<file path="config.mk">
export PLATFORM = sky130hd
export DESIGN_NAME = regfile_2r1w_flat
export DESIGN_NICKNAME = d
export VERILOG_FILES = /design/src/rtl/regfile_2r1w_if.sv /design/src/rtl/regfile_2r1w.sv /design/src/flat_wrapper.sv
export SDC_FILE = /design/constraint.sdc
export NUM_CORES = 1
export LEC_CHECK = 0
export ABC_AREA = 1
export CAP_MARGIN = 30
export CELL_PAD_IN_SITES_DETAIL_PLACEMENT = 1
export CELL_PAD_IN_SITES_GLOBAL_PLACEMENT = 1
export CORE_MARGIN = 4
export CORE_UTILIZATION = 40
export CTS_CLUSTER_SIZE = 16
export DETAILED_ROUTE_END_ITERATION = 10
export DONT_BUFFER_PORTS = 1
export HOLD_SLACK_MARGIN = 0.02
export PLACE_DENSITY = 0.64
export SYNTH_ARGS = -nofsm -noshare
export SYNTH_HDL_FRONTEND = slang
export SYNTH_SLANG_ARGS = --single-unit
</file>
<file path="constraint.sdc">
create_clock -name clk -period 5.7 [get_ports clk]
set_input_delay 1.14 -clock clk [delete_from_list [all_inputs] [get_ports clk]]
set_output_delay 1.14 -clock clk [all_outputs]
set_load 0.01 [all_outputs]
</file>
<file path="src/rtl/regfile_2r1w_if.sv">
`default_nettype none
// ---------------------------------------------------------------------------
// regfile_2r1w_if : write port and two read ports of the register file
// Revision: 1.0
// ---------------------------------------------------------------------------
interface regfile_2r1w_if #(
  parameter int DATA_W = 32,
  parameter int ADDR_W = 5
);
  logic              we;
  logic [ADDR_W-1:0] waddr;
  logic [DATA_W-1:0] wdata;
  logic [ADDR_W-1:0] raddr1;
  logic [ADDR_W-1:0] raddr2;
  logic [DATA_W-1:0] rdata1;
  logic [DATA_W-1:0] rdata2;

  modport master (
    output we, waddr, wdata, raddr1, raddr2,
    input  rdata1, rdata2
  );

  modport slave (
    input  we, waddr, wdata, raddr1, raddr2,
    output rdata1, rdata2
  );
endinterface
`default_nettype wire

</file>
<file path="src/rtl/regfile_2r1w.sv">
`default_nettype none
// ---------------------------------------------------------------------------
// regfile_2r1w : 2 combinational read ports, 1 synchronous write port
// Revision: 1.0
// ---------------------------------------------------------------------------
module regfile_2r1w #(
  parameter int DATA_W   = 32,
  parameter int ADDR_W   = 5,
  parameter bit ZERO_REG = 1'b1,
  parameter bit BYPASS   = 1'b0
) (
  input  wire              clk,
  input  wire              rst_n,
  regfile_2r1w_if.slave    bus
);

  localparam int DEPTH = 1 << ADDR_W;

  logic [DATA_W-1:0] mem_q [DEPTH];
  logic [DATA_W-1:0] mem_d [DEPTH];
  logic              wr_en;
  logic [DATA_W-1:0] rdata1;
  logic [DATA_W-1:0] rdata2;

  // Writes to entry 0 are dropped when it is hardwired, which also kills bypass there
  assign wr_en = bus.we && !(ZERO_REG && (bus.waddr == '0));

  always_comb begin
    for (int i = 0; i < DEPTH; i++) begin
      mem_d[i] = mem_q[i];
      if (wr_en && (bus.waddr == ADDR_W'(i))) begin
        mem_d[i] = bus.wdata;
      end
    end
  end

  always_ff @(posedge clk) begin
    if (!rst_n) begin
      for (int i = 0; i < DEPTH; i++) begin
        mem_q[i] <= '0;
      end
    end else begin
      for (int i = 0; i < DEPTH; i++) begin
        mem_q[i] <= mem_d[i];
      end
    end
  end

  always_comb begin
    rdata1 = mem_q[bus.raddr1];
    if (BYPASS && wr_en && (bus.raddr1 == bus.waddr)) begin
      rdata1 = bus.wdata;
    end
    if (ZERO_REG && (bus.raddr1 == '0)) begin
      rdata1 = '0;
    end
  end

  always_comb begin
    rdata2 = mem_q[bus.raddr2];
    if (BYPASS && wr_en && (bus.raddr2 == bus.waddr)) begin
      rdata2 = bus.wdata;
    end
    if (ZERO_REG && (bus.raddr2 == '0)) begin
      rdata2 = '0;
    end
  end

  assign bus.rdata1 = rdata1;
  assign bus.rdata2 = rdata2;

endmodule
`default_nettype wire

</file>
<file path="src/flat_wrapper.sv">
// flat-port wrapper written by rule: the top's interface ports become plain ports
module regfile_2r1w_flat 
#(
  parameter int DATA_W   = 32,
  parameter int ADDR_W   = 5,
  parameter bit ZERO_REG = 1'b1,
  parameter bit BYPASS   = 1'b0
)
  (clk, rst_n, bus_we, bus_waddr, bus_wdata, bus_raddr1, bus_raddr2, bus_rdata1, bus_rdata2);
  regfile_2r1w_if #(.DATA_W(DATA_W), .ADDR_W(ADDR_W)) bus_i ();
  input  wire clk;
  input  wire rst_n;
  input wire logic [$bits(bus_i.we)-1:0] bus_we;
  input wire logic [$bits(bus_i.waddr)-1:0] bus_waddr;
  input wire logic [$bits(bus_i.wdata)-1:0] bus_wdata;
  input wire logic [$bits(bus_i.raddr1)-1:0] bus_raddr1;
  input wire logic [$bits(bus_i.raddr2)-1:0] bus_raddr2;
  output wire logic [$bits(bus_i.rdata1)-1:0] bus_rdata1;
  output wire logic [$bits(bus_i.rdata2)-1:0] bus_rdata2;
  assign bus_i.we = bus_we;
  assign bus_i.waddr = bus_waddr;
  assign bus_i.wdata = bus_wdata;
  assign bus_i.raddr1 = bus_raddr1;
  assign bus_i.raddr2 = bus_raddr2;
  assign bus_rdata1 = bus_i.rdata1;
  assign bus_rdata2 = bus_i.rdata2;
  regfile_2r1w #(.DATA_W(DATA_W), .ADDR_W(ADDR_W), .ZERO_REG(ZERO_REG), .BYPASS(BYPASS)) u_core (.clk(clk), .rst_n(rst_n), .bus(bus_i));
endmodule
</file>
; Yosys cells after proc, flatten, opt, wreduce, memory -nomap -nowiden
; Memory sizes are Yosys's and may differ from the RTL's.
; Cells that the tools add are included.
[word_totals]
regBits = 0
ram_bits = 1024
inputBits = 50
output_inout_bits = 64
memories = 1
[op_classes]
eq_ne = 63
muxes = 68
bitwise = 32
n_reduce_logical = 69
[mem_list]
columns = memory, depth, width, read_ports, rd_clocked_by_memory_dff, write_ports, line_no
row1 = u_core.mem_q, 32, 32, 2, 0, 32, regfile_2r1w.sv:19  ; logic [DATA_W-1:0] mem_q [DEPTH];
[op_table]
columns = operator, n
row1 = $mux 32, 66
row2 = $eq 5x5->1 const B, 16
row3 = $reduce_and 2->1, 32
row4 = $eq 5x4->1 const B, 8
row5 = $logic_and 1x1->1, 33
row6 = $ne 1x1->1 const B, 32
row7 = $or 1x1->1, 32
row8 = $eq 5x3->1 const B, 4
row9 = $logic_not 5->1, 3
row10 = $eq 5x2->1 const B, 2
row11 = $eq 5x1->1 const B, 1
row12 = $mux 1, 2
row13 = $logic_not 1->1, 1

; Logic depth before layout (Yosys ltp)
[depth]
depth_word = 7
depth_mapped = 13

; Least setup slack after synthesis
; No wires, ideal clock.
[synth_timing]
kind = input to register
from = input bus_waddr[0]
to = memory u_core.mem_q[24][0] (enable)
t_arrival_ps = 4101
slack_ps = 1134
path_stages = 6
n_path_buf = 1
cell_sequence = nor2_1 > inv_1 > nor2_1 > clkinv_1 > clkbuf_1 > o21ai_0
[synth_lines]
columns = element, line_no
row1 = from (decl), flat_wrapper.sv:14  ; input wire logic [$bits(bus_i.waddr)-1:0] bus_waddr;
row2 = to (decl), regfile_2r1w.sv:19

; Worst setup path in the final report
[layout_timing]
from = input bus_raddr1[0]
to = output bus_rdata1[6]
[layout_between]
elab_chain_cells = 2
[layout_rtl]
columns = element, line_no
row1 = from (decl), flat_wrapper.sv:16  ; input wire logic [$bits(bus_i.raddr1)-1:0] bus_raddr1;
row2 = $mem_v2 32x32 or $logic_not 5->1 (tied branches), -
row3 = $mux 32 (*), regfile_2r1w.sv:54  ; if (ZERO_REG && (bus.raddr1 == '0)) begin
row4 = to (decl), flat_wrapper.sv:18  ; output wire logic [$bits(bus_i.rdata1)-1:0] bus_rdata1;
; Every way passes the cells marked *; elsewhere a longest branch is shown, timed or not.

==> summary.md <==
| Metric | Value |
|---|---|
| CTS Buffer Depth | 3 |
| Cell count after synthesis | 6,712 |
| Post-synthesis adder-cell area fraction | 0 |
| Reg with most FFs | u_core.mem_q |
| # port buffers | 0 |
| Die ar. | ~140,000 µm² |
| Period utilization | 1.328 |
| CP max FO | between 500 and 600 |
| Die W | 379.2 µm |
| Detailed-routing wirelength on met1 | 102.6 mm |
| Syn-to-layout area delta | 8.481% |
| First drt pass iteration count | 5 |
| Compound-Gate Fraction of Synth Area | 0.02268 |
| ANT nets after route | 0 |
| # DRC | 0 |
| Met3 Wirelength | 20.00 mm |
| Post-Syn Area per Cell | 8.212 µm² |
| Synth warn | 0 |
| CTS Root Cell | clkbuf_16 |
| Largest registers | u_core.mem_q x1024 |
| Routed Wire Length | 243.7 mm |
| Xor/xnor cell area share of the yosys netlist | 0 |
| Data arrival, critical path | about 6400 ps |
| GRT overflow | 0 |
| Fin util | 0.4392 |
| Max Fclk | 132.2 MHz |
| Max-capacitance violation count | 0 |
| CTS tree | built |
| Global-route wire length before repair | between 300 and 400 mm |
| Distinct cells, synth | 26 |
| WL/cell | 29.18 µm |
| Hold WC Path Type | input pin to flip-flop |
| I/O pin count | 114 |
| Worst-margin pin slew | between 3000 and 4000 ps |
| HPWL after DPL | between 100 and 150 mm |
| Mapped Area | ~55,000 µm² |
| Clk sinks | 1,024 |
| Nets | between 6k and 7k |
| # setup viols final | 32 |
| Site row count | 135 |
| Fin crit period | 7567 ps |
| Mux cell area share after synthesis | 0 |
| Initial core utilization | 0.4049 |
| Core ar. | approximately 140,000 µm² |
| Failing checks | slew limit, setup timing |
| Power per cell area | 319.1 nW/µm² |
| Largest register FFs | 1,024 |
| Largest net degree at the start of global routing | approximately 550 |
| Routed wl met2 | 110.6 mm |
| H-tree level count | 3 |
| CP Capture Type | output pin |
| Cts bufs inserted | 117 |
| Leakage Power | between 20 and 25 nW |
| Status | complete, but fails checks |
| Starting DRT DRC Count | 5,772 |
| Chip height | 379.2 µm |
| Final GP Congestion | between 0.8 and 0.9 |
| Seq/Total Area, Yosys | 0.5579 |
| Total number of vias | 49.98k |
| Worst-path clk slew | 60 ps |
| Peak VDD IR | 241.5 µV |
| Setup CP Type | input pin to output pin |
| Top routing layer used | met4 |
| Gr usage total | 0.3342 |
| Setup TNS | -54,030 ps |
| Crit path launch type | input pin |
| Number of global-route vias before repair | ~50k |
| Via density | 5.987 |
| Gates resized, CTS repair | 0 |
| Final worst slack | -1867 ps |
| Slew Limit Fails | 913 |
| Hold-fix buffers, CTS | 0 |
| Share of layout cells above drive strength 1 | 0.05447 |
| Worst endpoint required time | 4560 ps |
| #FFs+latches synth | 1,024 |
| Initial antenna violation count | 18 |
| RSZ-0062 raised after global routing | false |
| Postcts setup bufs | 0 |
| Rel. slew slack | -1.450 |
| Final hold vios | 0 |
| Simple-gate share of the synthesized area | 0.3612 |
| Largest family of logic cells by synthesized area | simple AND/OR/NAND/NOR gates |
synthesized netlist by cell type, drive strengths merged:
library cell  count  area, µm²
o31ai             1      7.510
a21oi           110      550.5
clkbuf          155      583.1
clkinv            2      7.510
nand2          2593       9758
nand3          1382       6917
nor4             32      200.2
buf             387       2300
edfxtp         1024      30750
conb              1      3.750
nor2            803       3022
o21ai           136      691.9
inv              84      317.8
nor3              2      10.01
critical path, cell delays in order:
cell	delay, ps
inv_8	2010
buf_12	310
nand2_1	80
nand3_1	70
nand3_1	160
a21oi_1	200
nor2_1	70
buf_4	180
nor2_1	460
layout by cell type (no fill, tap or decap), drive strengths merged:
master    instances
nand2          2593
nand3          1382
edfxtp         1024
nor2            803
clkbuf          143
o21ai           136
buf             134
a21oi           110
inv              87
clkinv           59
nor4             32
conb             32
diode            14
bufinv           11
clkinvlp          5
nor3              2
o31ai             1
cell type report:
type,count,area (µm²)
Sequential cell,1024,30750
Clock buffer,143,3068
Multi-Input combinational cell,5091,21450
Fill cell,16050,76350
Antenna cell,14,35.03
Tap cell,1781,2228
Inverter,86,374.1
Clock inverter,76,653.1
Timing Repair Buffer,134,1230
where the power goes:
part | leakage, nW | total [mW] | internal, mW | switching [mW]
sequential | 9.83 | 9.12 | 8.86 | 0.265
combinational | 12.2 | 2.39 | 0.664 | 1.73
clock | 1.82 | 7.56 | 4.30 | 3.27
total | 23.8 | 19.1 | 13.8 | 5.26
stage by stage:
stage | hold slack [ps] | instance area [µm²] | setup WS, ps | total power [mW] | std cells
finish | 615.4 | 59790 | -1867 | 19.08 | 8349
detailed placement | 1359 | 56030 | 1103 | 11.58 | 8115
floorplan | 1441 | 55230 | 1134 | 10.85 | 6743
CTS | 566.6 | 59750 | 1083 | 19.07 | 8334
global placement | 1358 | 55970 | 1152 | 11.51 | 8112
global route | 595.1 | 59790 | 671.8 | 19.67 | 8347
worst paths after layout:
check,end,from,cells past startpoint
worst max-delay path,bus_rdata1[6],bus_raddr1[0],9
worst min-delay path,u_core.mem_q[8][9]$_SDFFCE_PN0P_,bus_waddr[4],1
logic make-up (layout without fill, tap and decap cells):
family                 Yosys count  after routing
and+or+nand+nor               4812           4812
buffers and inverters          628            439
DFF                           1024           1024
AOI/OAI and AO/OA              247            247
other                            1             46
per-layer routing:
layer | global-route usage | vias up
met2 | 0.5308 | 2121
met3 | 0.05651 | 456
met5 | 0 | -
li1 | - | 21870
met1 | 0.4524 | 25530
met4 | 0.1438 | 0
(Power assumes the default switching activity.)
